--- config.mk ---
export PLATFORM = sky130hd
export DESIGN_NAME = mem_arbiter
export DESIGN_NICKNAME = d
export VERILOG_FILES = /design/src/rtl/mem_arb_pkg.sv /design/src/rtl/sat_cnt.sv /design/src/rtl/mem_arbiter.sv
export SDC_FILE = /design/constraint.sdc
export NUM_CORES = 1
export LEC_CHECK = 0
export ABC_AREA = 1
export BUFFER_PORTS_ARGS = -buffer_cell sky130_fd_sc_hd__buf_2
export CORE_AREA = 4 4 153 155
export DETAILED_ROUTE_END_ITERATION = 16
export DIE_AREA = 0 0 157 159
export PLACE_DENSITY = 0.71
export SLEW_MARGIN = 20
export SYNTH_ARGS = -nofsm -noshare
export SYNTH_HDL_FRONTEND = slang
export SYNTH_SLANG_ARGS = --single-unit
export TNS_END_PERCENT = 30
--- constraint.sdc ---
create_clock -name clk -period 2.4 [get_ports clk]
set_input_delay 0.36 -clock clk [delete_from_list [all_inputs] [get_ports clk]]
set_output_delay 0.36 -clock clk [all_outputs]
set_load 0.03 [all_outputs]
--- src/rtl/mem_arb_pkg.sv ---
// Shared types and constants for the unified-memory arbiter.
package mem_arb_pkg;

    typedef enum logic [1:0] {
        IDLE,
        BUSY_I,
        BUSY_D
    } arb_state_t;

    localparam int FETCH_W = 32;

endpackage

--- src/rtl/sat_cnt.sv ---
// Saturating up-counter with enable and synchronous clear.
module sat_cnt #(
    parameter int               WIDTH = 8,
    parameter logic [WIDTH-1:0] MAX   = '1
) (
    input  logic             clk,
    input  logic             reset,
    input  logic             clr,
    input  logic             en,
    output logic [WIDTH-1:0] count
);

    always_ff @(posedge clk) begin
        if (reset || clr) begin
            count <= '0;
        end else if (en && (count != MAX)) begin
            count <= count + WIDTH'(1);
        end
    end

endmodule

--- src/rtl/mem_arbiter.sv ---
// Arbitrates a single-port memory between instruction fetch and the MEM-stage data port.
// Optional stall-cycle counters are built when MEM_ARB_PERF_CNT_EN is defined.
module mem_arbiter
    import mem_arb_pkg::*;
#(
    parameter int N    = 64,
    parameter int W    = 32,
    parameter int MAXD = 4
) (
    input  logic               clk,
    input  logic               reset,
    input  logic               if_req,
    input  logic [W-1:0]       if_addr,
    output logic [FETCH_W-1:0] if_rdata,
    output logic               if_valid,
    output logic               if_wait,
    input  logic               d_req,
    input  logic               d_we,
    input  logic [W-1:0]       d_addr,
    input  logic [N-1:0]       d_wdata,
    output logic [N-1:0]       d_rdata,
    output logic               d_valid,
    output logic               d_wait,
    output logic               mem_req,
    output logic               mem_we,
    output logic [W-1:0]       mem_addr,
    output logic [N-1:0]       mem_wdata,
    input  logic [N-1:0]       mem_rdata,
    input  logic               mem_ready
`ifdef MEM_ARB_PERF_CNT_EN
    ,
    output logic [31:0]        perf_if_stall,
    output logic [31:0]        perf_d_stall
`endif
);

    localparam int SW = $clog2(MAXD + 1);

    arb_state_t    state;
    logic [SW-1:0] streak;
    logic          any_valid;
    logic          take_d;
    logic          take_i;

    // A completion pulse occupies one idle cycle, so the requester that just
    // finished has dropped its req before any new grant is considered.
    assign any_valid = if_valid | d_valid;
    assign take_d    = (state == IDLE) && !any_valid && d_req &&
                       (!if_req || (streak < SW'(MAXD)));
    assign take_i    = (state == IDLE) && !any_valid && if_req && !take_d;

    assign if_wait = if_req & ~if_valid;
    assign d_wait  = d_req & ~d_valid;

    sat_cnt #(
        .WIDTH (SW),
        .MAX   (SW'(MAXD))
    ) u_streak (
        .clk   (clk),
        .reset (reset),
        .clr   (take_i),
        .en    (take_d && if_req),
        .count (streak)
    );

    always_ff @(posedge clk) begin
        if (reset) begin
            state     <= IDLE;
            mem_req   <= 1'b0;
            mem_we    <= 1'b0;
            mem_addr  <= '0;
            mem_wdata <= '0;
            if_valid  <= 1'b0;
            d_valid   <= 1'b0;
            if_rdata  <= '0;
            d_rdata   <= '0;
        end else begin
            if_valid <= 1'b0;
            d_valid  <= 1'b0;
            case (state)
                IDLE: begin
                    if (take_d) begin
                        mem_req   <= 1'b1;
                        mem_we    <= d_we;
                        mem_addr  <= d_addr;
                        mem_wdata <= d_wdata;
                        state     <= BUSY_D;
                    end else if (take_i) begin
                        mem_req  <= 1'b1;
                        mem_we   <= 1'b0;
                        mem_addr <= if_addr;
                        state    <= BUSY_I;
                    end
                end
                BUSY_I: begin
                    if (mem_ready) begin
                        mem_req  <= 1'b0;
                        if_valid <= 1'b1;
                        if_rdata <= mem_addr[2] ? mem_rdata[2*FETCH_W-1:FETCH_W]
                                                : mem_rdata[FETCH_W-1:0];
                        state    <= IDLE;
                    end
                end
                BUSY_D: begin
                    if (mem_ready) begin
                        mem_req <= 1'b0;
                        d_valid <= 1'b1;
                        d_rdata <= mem_rdata;
                        state   <= IDLE;
                    end
                end
                default: begin
                    mem_req <= 1'b0;
                    state   <= IDLE;
                end
            endcase
        end
    end

`ifdef MEM_ARB_PERF_CNT_EN
    sat_cnt #(
        .WIDTH (32)
    ) u_perf_if (
        .clk   (clk),
        .reset (reset),
        .clr   (1'b0),
        .en    (if_wait),
        .count (perf_if_stall)
    );

    sat_cnt #(
        .WIDTH (32)
    ) u_perf_d (
        .clk   (clk),
        .reset (reset),
        .clr   (1'b0),
        .en    (d_wait),
        .count (perf_d_stall)
    );
`else
    // Default build carries no stall counters.
`endif

endmodule

==> impl_results.md, run 1 <==
- All-Layer GR Usage: 21.3%
- Register share of total power: 38.6%
- CP max FO: 99
- Setup TNS: 0 ns
- Clock Skew: 0.0169 ns
- Crit Reg-Reg Endpoint: u_streak.count[0]
- Crit path launch type: flop
- Synth cell types: 19
- Port Buffers: 395
- Cts bufs inserted: 23
- Fraction of layout instances using a drive strength above 1: 31.4%
- Clk Latency, worst-skew pair: 0.51 ns
- Outcome: complete, no violations
- FF+latch count, synth: 201
- Mapped Avg Cell Area: 7.38 sq um
- Worst hold endpoint: mem_wdata[24]
- Via count: 8,528
- Core Box Area: 21,800 sq um
- Post-CTS Setup Inserts: 0
- First-iteration detailed-routing DRC count: 631
- Vias/cell: 4.93
- R2r startpoint: state[0]
- NetSw: 0.00343 W
- Largest net degree at the start of global routing: 100
- Relative slew margins: 48.1%
- PostCTS Resize Cnt: 0
- Combinational Power Share: 26.0%
- Initial antenna violation count: 3
- Fin Hold WS: 0.111 ns
- Hold WC Path Type: in2reg
- Design Power: 0.0101 W
- Min-delay src: d_wdata[24]
- Mapped Cells: 1,082
- Sequential cell area fraction in the yosys report: 50.4%
- Peak supply drop: 0.546 mV
- Critical Path RT: 2.84 ns
- Vias in the first global route: 8,278
- Leak Pwr: 5.61 nW
- Worst hold stages: 3
- Max cap viols: 0
- Clock power share: 35.3%
- Post-detail-place hpwl: 19,700 um
- CP Capture Type: flop
- Final core utilization: 50.0%
- Tightest Pin Transition: 0.779 ns
- Crit path DAT: 2.25 ns
- H-tree depth: 1
- Gr ovfl total: 0
- Synth Warn #: 0
- Minimum clock period: 1.81 ns
- Fin nets: 1,635
- Global-route wire length before repair: 43,900 um
- Syn nets: 1,285
- Final hold vios: 0
- Sink Count: 201
- DR pass1 iterations: 5
- Clk buf depth: 3
- Die Height: 159 um
- DR DRC count: 0
- Setup-failing EPs final: 0
- Final Slew Violations: 0
- Unrepaired setup endpoints after global routing: no
- Die Footprint: 25,000 sq um
- Final WL: 28,100 um
- Number of routed nets with antenna violations: 0
- # rows: 54
- Power Density: 923 nW/um^2
- Routability Congestion: 0.841
- Area delta synth->final: 36.6%
- Clock slew at reported path FFs: 0.06 ns
- Post-route clock period utilization: 75.5%
- TritonCTS clock tree: yes
- Switching share of total power: 34.1%
- IO Pins: 396
- R2R depth: 9
- Int Pwr: 0.00663 W
- Root Buffer: clkbuf_16
- Reg-to-reg setup timing slack: 0.59 ns
- Mapped Area: 7980 sq um
- DR WL/cell: 16.3 um
- Hold Buf Count CTS: 0
- Initial Util: 36.6%
- Fmax: 552 MHz
- Die Wd: 157 um
- Critical path class: reg2reg
-- placed cells by master, fill, tap and decap left out, drive strengths merged, types with 32 or more instances in the layout --
cell type / n
o211ai: 32
nor2: 166
o21ai: 97
buf: 410
dfxtp: 201
nand2: 180
a21oi: 71
clkbuf: 34
inv: 79
nand3: 166
-- metrics by stage --
| step | std cells | worst slack (ns) | instance area, sq um |
|---|---|---|---|
| 2_1_floorplan | 1082 | 0.891 | 7980 |
| 3_3_place_gp | 1687 | 0.688 | 10100 |
| 3_5_place_dp | 1687 | 0.583 | 10100 |
| 4_1_cts | 1728 | 0.568 | 10900 |
| 5_1_grt | 1728 | 0.403 | 10900 |
| 6_report | 1729 | 0.587 | 10900 |
-- cell families (layout without fill, tap and decap cells) --
kind of cell	Yosys count	count (layout)	share of synthesized area, %
and+or+nand+nor	512	512	26.9
buffers and inverters	164	530	8.34
AOI/OAI and AO/OA	200	200	13.5
adders and majority gates	5	5	0.784
DFF	201	201	50.4
other	0	1	0
-- worst max-delay path, stage by stage, from the launching register on --
cell and delay [ns]:
dfxtp_1 0.32, inv_1 0.09, ha_1 0.19, nand2_1 0.10, nor2_4 0.15, buf_12 0.37, nand3_1 0.20, inv_1 0.14
nand2_1 0.06, a21oi_1 0.12
-- Yosys cell counts --
| cell type | instances | area [sq um] |
|---|---|---|
| dfxtp_1 | 201 | 4020 |
| nand2_1 | 177 | 664 |
| nand3_1 | 166 | 831 |
| nor2_1 | 165 | 619 |
| inv_1 | 76 | 285 |
| o21ai_0 | 76 | 380 |
| a21oi_1 | 71 | 355 |
| clkbuf_1 | 60 | 225 |
| o211ai_1 | 32 | 240 |
| o21ai_1 | 21 | 105 |
| buf_2 | 10 | 50.1 |
| buf_1 | 8 | 30.0 |
| ha_1 | 5 | 62.6 |
| buf_4 | 4 | 30.0 |
| buf_6 | 3 | 33.8 |
| inv_2 | 3 | 11.3 |
| nand2_2 | 2 | 12.5 |
| nand2_4 | 1 | 11.3 |
| nor2_4 | 1 | 11.3 |
-- final cells by class --
| type | instances | area, sq um |
|---|---|---|
| fill | 2185 | 10900 |
| sequential | 201 | 4020 |
| multi-input combinational | 717 | 3300 |
| timing repair buffer | 410 | 2160 |
| clock buffer | 34 | 667 |
| tap | 280 | 350 |
| inverter | 79 | 298 |
| clock inverter | 7 | 92.6 |
| antenna | 1 | 2.50 |
-- power by group through the flow --
| stage | combinational, W | clock [W] | sequential (W) |
|---|---|---|---|
| 2_1_floorplan | 0.00106 | 0 | 0.00466 |
| 3_3_place_gp | 0.00261 | 0 | 0.00394 |
| 3_5_place_dp | 0.00264 | 0 | 0.00396 |
| 4_1_cts | 0.00264 | 0.00364 | 0.00389 |
| 5_1_grt | 0.00287 | 0.00379 | 0.00393 |
| 6_report | 0.00262 | 0.00355 | 0.00389 |
-- registers in the layout, indices dropped and copies added (netlist names) --
signal	cells
mem_we	1
d_valid	1
if_rdata	32
mem_wdata	64
mem_req	1
mem_addr	32
d_rdata	64
if_valid	1
state	2
u_streak.count	3
-- how the worst max path moves through the flow --
stage,from,end,slack [ns],cells past startpoint
floorplan,state[0],mem_addr[3],0.89,11
global placement,state[0],state[0],0.69,8
detailed placement,state[0],u_streak.count[1],0.58,9
CTS,mem_addr[2],mem_addr[2],0.57,2
global route,state[0],mem_addr[11],0.40,10
finish,state[0],u_streak.count[0],0.59,9
-- routing by layer --
metal  global-route usage (%)  share of wire (%)  vias up
met5                        0               0.16        -
met4                     6.67                3.0        6
met3                     6.52                9.8       70
met2                     37.3                 49      366
met1                     24.7                 38     3861
li1                         -                  -     4225
(Power assumes the default switching activity.)
==> run 2, diff against run 1 <==
--- a/config.mk
+++ b/config.mk
@@ -5,12 +5,12 @@
 export SDC_FILE = /design/constraint.sdc
 export NUM_CORES = 1
 export LEC_CHECK = 0
-export ABC_AREA = 1
+export ABC_AREA = 0
 export BUFFER_PORTS_ARGS = -buffer_cell sky130_fd_sc_hd__buf_2
-export CORE_AREA = 4 4 153 155
+export CORE_AREA = 4 4 152 154
 export DETAILED_ROUTE_END_ITERATION = 16
-export DIE_AREA = 0 0 157 159
-export PLACE_DENSITY = 0.71
+export DIE_AREA = 0 0 156 158
+export PLACE_DENSITY = 0.69
 export SLEW_MARGIN = 20
 export SYNTH_ARGS = -nofsm -noshare
 export SYNTH_HDL_FRONTEND = slang
==> constraint.sdc (replaced) <==
create_clock -name clk -period 1.7 [get_ports clk]
set_input_delay 0.255 -clock clk [delete_from_list [all_inputs] [get_ports clk]]
set_output_delay 0.255 -clock clk [all_outputs]
set_load 0.03 [all_outputs]
==> run 2 against run 1 <==
Net effect: global-route usage barely moved; critical path depth fell by 2; setup slack got worse by 0.52 ns; synthesized cell count fell by 14%; area after synthesis fell by 5.0%; sequential power rose by 39%; via count rose by 0.32%; clock power rose by 30%; critical endpoint is now mem_addr[18].
==> impl_results.md, run 2 <==
- Outcome: complete, no violations
- Commonest non-fill, non-tap cell in the layout: buf_2
- Reg-to-reg setup timing slack: 0.06 ns
- Post-route clock period utilization: 96.2%
- Power Density: 1120 nW/um^2
- Synth cell types: 25
- Min-delay src: d_addr[19]
- Clock slew at reported path FFs: 0.06 ns
- Clk buf depth: 3
- Fillers: 1,850
- Mapped Area: 7590 sq um
- Via count: 8,555
- Crit Reg-Reg Endpoint: mem_addr[18]
- Post-synth EDFFs: 0
- First-iteration detailed-routing DRC count: 599
- Die Height: 158 um
- Critical path class: reg2reg
- IO Pins: 396
- Number of routed nets with antenna violations: 0
- Peak supply drop: 0.725 mV
- Hold WC Path Type: in2reg
- TritonCTS clock tree: yes
- Worst hold stages: 3
- Fin nets: 1,664
- Global-route wire length before repair: 43,200 um
- Top flop regs: d_rdata x64, mem_wdata x64
- Max cap viols: 0
- Cts bufs inserted: 23
- Relative slew margins: 70.1%
- Area contributors post-synth: dfxtp_1, nand2_1, a21oi_1, mux2i_1, a311oi_1
- Synth top area share: 53.0%
- Yosys top cell by area: dfxtp_1
- Tightest Pin Transition: 0.448 ns
- Setup TNS: 0 ns
- CP max FO: 20
- Post-synth top flop: dfxtp_1
- Initial Util: 35.0%
- FF+latch count, synth: 201
- CP Capture Type: flop
- Final hold vios: 0
- Cell with the most instances after synthesis: nand2_1
- R2R depth: 7
- Vias/cell: 4.87
- Gr ovfl total: 0
- Core Box Area: 21,700 sq um
- Mapped Cells: 934
- Root Buffer: clkbuf_16
- Worst hold endpoint: mem_addr[19]
- Clk Latency, worst-skew pair: 0.51 ns
- DR WL/cell: 16.5 um
- Die Footprint: 24,600 sq um
- Area delta synth->final: 62.0%
- # rows: 54
- Sink Count: 201
- Largest net degree at the start of global routing: 66
- Mapped Avg Cell Area: 8.12 sq um
- Syn nets: 1,137
- Post-place setup slack: 0.0404 ns
- Die Wd: 156 um
- DR pass1 iterations: 5
- Crit path launch type: flop
- Port Buffers: 395
- Fmax: 612 MHz
- Final WL: 28,900 um
- Sequential cell area fraction in the yosys report: 53.0%
- Synth top cells by count: nand2_1, dfxtp_1, a21oi_1
- Clock Skew: 0.0161 ns
- R2r startpoint: state[0]
- DR DRC count: 0
- H-tree depth: 1
- Most frequent cells in the layout: buf_2, nand2_1, dfxtp_1
- Final WS setup: 0.0649 ns
- Synth Warn #: 0
- Crit path DAT: 2.03 ns
- Leak Pwr: 5.62 nW
- Fraction of layout instances using a drive strength above 1: 32.8%
- Vias in the first global route: 8,371
- Critical Path RT: 2.10 ns
- Final Slew Violations: 0
- Setup-failing EPs final: 0
- Initial antenna violation count: 2
- Post-synth ARST share: 0%
- All-Layer GR Usage: 21.3%
- Post-detail-place hpwl: 19,100 um
- Final core utilization: 56.7%
- Routability Congestion: 0.845
- Minimum clock period: 1.64 ns
-- run 2: area by class of cell --
cell class	instances	area, sq um	area share (%)
Timing Repair Buffer	578	3940	32.1
Clock inverter	7	47.5	0.387
Sequential cell	201	4030	32.8
Clock buffer	32	659	5.36
Multi-Input combinational cell	653	3250	26.4
Antenna cell	1	2.50	0.0204
Tap cell	280	350	2.85
Inverter	4	15.0	0.122
-- run 2: timing repair --
action / in CTS / in global routing
endpoints found under the setup margin: 1 / 73
endpoints found under the hold margin: 132 / 0
gates resized for setup: 1 / 6
setup buffers: 0 / 1
hold buffers: 141 / 0
gates cloned: 0 / 2
-- run 2: worst max-delay path by stage --
stage,slack [ns],startpoint,to,cells past startpoint
6_report,0.06,state[0],mem_addr[18],7
5_1_grt,-0.02,state[0],mem_addr[18],7
4_1_cts,0.008,state[0],mem_addr[13],7
3_5_place_dp,0.04,state[0],mem_addr[24],7
3_3_place_gp,0.14,state[0],mem_wdata[32],7
2_1_floorplan,0.15,state[1],mem_wdata[43],8
-- run 2: report_power, final --
group          internal, W  switching, W  total [W]  leakage, nW
registers          0.00514      0.000253    0.00540         1.64
logic              0.00144       0.00228    0.00371         3.63
clock network      0.00270       0.00194    0.00463        0.345
-- run 2: critical path: stages (launching register included) --
cell and delay (ns):
dfxtp_1 0.35, inv_1 0.07, ha_2 0.23, buf_4 0.16
nand3_4 0.13, buf_12 0.19, nand2_1 0.08, a311oi_1 0.30
-- run 2: kinds of logic after synthesis --
group | Yosys count | share of synthesized area (%)
simple gates | 413 | 21.0
compound gates | 203 | 16.2
flops | 201 | 53.0
buf+inv | 80 | 4.72
mux | 32 | 4.22
fa+ha+maj | 5 | 0.825
-- run 2: routing by layer --
layer	up-vias	wire (um)	share of wire, %	global-route usage [%]
met2	416	13500	47	35.0
met4	2	939	3.2	7.59
met5	-	8	0.028	0
met3	74	2920	10	6.40
li1	4157	-	-	-
met1	3906	11500	40	26.5
-- run 2: metrics by stage --
stage	hold WS (ns)	cell area, sq um	cells	power, W
final	0.0144	12300	1756	0.0137
after global routing	0.00247	12300	1756	0.0144
after CTS	0.000164	12200	1752	0.0137
after detailed placement	0.443	10100	1572	0.00881
after global placement	0.439	10100	1572	0.00877
after floorplan	0.391	7590	934	0.00753
==> run 3, diff against run 2 <==
--- a/config.mk
+++ b/config.mk
@@ -7,10 +7,12 @@
 export LEC_CHECK = 0
 export ABC_AREA = 0
 export BUFFER_PORTS_ARGS = -buffer_cell sky130_fd_sc_hd__buf_2
-export CORE_AREA = 4 4 152 154
+export CELL_PAD_IN_SITES_DETAIL_PLACEMENT = 1
+export CELL_PAD_IN_SITES_GLOBAL_PLACEMENT = 1
+export CORE_MARGIN = 4
+export CORE_UTILIZATION = 31
 export DETAILED_ROUTE_END_ITERATION = 16
-export DIE_AREA = 0 0 156 158
-export PLACE_DENSITY = 0.69
+export PLACE_DENSITY = 0.84
 export SLEW_MARGIN = 20
 export SYNTH_ARGS = -nofsm -noshare
 export SYNTH_HDL_FRONTEND = slang
==> run 3 against run 2 <==
Net effect: total power is essentially flat; largest power group unchanged; sequential power about the same; sequential cell count unchanged; register-to-register slack got worse by 0.06 ns.
==> impl_results.md, run 3 (synthesis gave the netlist of run 2 again) <==
- R2r startpoint: state[0]
- Design Power: 0.0138 W
- Post-detail-place hpwl: 21,900 um
- Peak supply drop: 0.811 mV
- Crit path DAT: 2.08 ns
- Global-route wire length before repair: 51,200 um
- Buf/Inv on CP: 2
- Port Buffers: 395
- Final core utilization: 48.9%
- Final WL: 34,100 um
- Fraction of layout instances using a drive strength above 1: 33.8%
- Fin area: 11,600 sq um
- FF/Latch Area: 4030 sq um
- Placed Cells: 1,603
- Root Buffer: clkbuf_16
- Setup crit start: state[0]
- Via count: 8,607
- Setup-failing EPs final: 0
- Crit path launch type: flop
- DR WL/cell: 19.8 um
- Critical Path Max Stage Delay: 0.35 ns
- Commonest non-fill, non-tap cell in the layout: buf_2
- Critical path class: reg2reg
- DR DRC count: 0
- Largest net degree at the start of global routing: 65
- Clk Latency, worst-skew pair: 0.51 ns
- Initial antenna violation count: 2
- Minimum clock period: 1.70 ns
- Post-CTS Setup Inserts: 0
- Area delta synth->final: 53.1%
- Final hold vios: 0
- Critical Path RT: 2.08 ns
- Die Footprint: 27,000 sq um
- Multi-input logic area: 3280 sq um
- CP max FO: 36
- Clock slew at reported path FFs: 0.07 ns
- Die Height: 164 um
- Max cap viols: 0
- Min-delay src: if_addr[7]
- Relative slew margins: 74.3%
- Placed inst area: 10,000 sq um
- Top flop regs: d_rdata x64, mem_wdata x64
- Setup TNS: 0 ns
- Routability Congestion: 0.812
- Core Box Area: 23,800 sq um
- Hold WC Path Type: in2reg
- Gr ovfl total: 0
- CP Cell Sequence: inv_1 > ha_4 > and3_4 > buf_12 > nand2_1 > a311oi_1
- Fin nets: 1,594
- Power Density: 1180 nW/um^2
- Tightest Pin Transition: 0.385 ns
- Post-route clock period utilization: 99.7%
- Worst path top cell family by delay: simple AND/OR/NAND/NOR gates
- Fmax: 590 MHz
- Sink Count: 201
- TritonCTS clock tree: yes
- Non-Filler Instances: 1,723
- Clock Skew: 0.0113 ns
- Initial Util: 31.9%
- Vias/cell: 5.00
- DR pass1 iterations: 4
- CP max stage cell: a311oi_1
- Number of routed nets with antenna violations: 0
- Die Wd: 164 um
- Unrepaired setup endpoints after global routing: yes
- IO Pins: 396
- H-tree depth: 1
- Final Slew Violations: 0
- Vias in the first global route: 9,306
- Clk buf depth: 3
- All-Layer GR Usage: 23.7%
- First-iteration detailed-routing DRC count: 510
- # rows: 56
- Outcome: complete, no violations
- Most frequent cells in the layout: buf_2, nand2_1, dfxtp_1
- Cts bufs inserted: 23
- Leak Pwr: 5.30 nW
- CP Capture Type: flop
- Fillers: 2,913
## run 3: cell types whose count changed in the layout (fill, tap and decap cells not counted), moves of 2 or more
cell	delta
a311oi_1	-4
and2_4	+2
clkinvlp_4	-2
buf_4	-6
a311oi_2	+4
dlygate4sd3_1	-59
clkbuf_16	-2
and2_2	-2
buf_12	-3
## run 3: worst paths after layout
kind,to,slack (ns),cells past startpoint
worst min register to register,mem_wdata[7],0.45,2
worst max-delay path,mem_addr[13],0.005,6
worst max register to register,mem_addr[13],0.005,6
worst min-delay path,mem_addr[7],0.02,3
## run 3: report_power, final
part	internal [W]	switching, W
clock	0.00279	0.00195
combinational	0.00124	0.00239
sequential	0.00514	0.000250
total	0.00917	0.00459
## run 3: layout make-up
type,count,share of cell area (%)
antenna,1,0.0215
clock inverter,5,0.431
timing repair buffer,508,27.5
inverter,4,0.129
tap,319,3.44
multi-input combinational,653,28.2
sequential,201,34.7
clock buffer,32,5.59
## run 3: layer usage
layer	vias to the layer above	part of all wire (%)	global-route usage, %
met3	95	8.1	6.39
li1	4016	-	-
met4	2	4.4	10.5
met2	373	50	44.0
met5	-	0.032	0
met1	4121	37	25.1
## run 3: tightest hold or removal path: stages
cell,delay (ns)
buf_2,0.10
nand2_1,0.05
a311oi_1,0.07
## run 3: repair_timing
| action | in CTS | in global routing |
|---|---|---|
| hold buffers | 82 | 0 |
| hold endpoints to repair | 82 | 0 |
| cloned | 0 | 0 |
| setup endpoints to repair | 46 | 50 |
| resized for setup | 1 | 11 |
## run 3: per-stage QoR
step | hold WS, ns | setup WS, ns
after floorplan | 0.391 | 0.146
after global placement | 0.439 | 0.0477
after detailed placement | 0.445 | -0.0896
after CTS | 0.000163 | 0.0156
after global routing | 0.00888 | -0.0975
final | 0.0192 | 0.00475
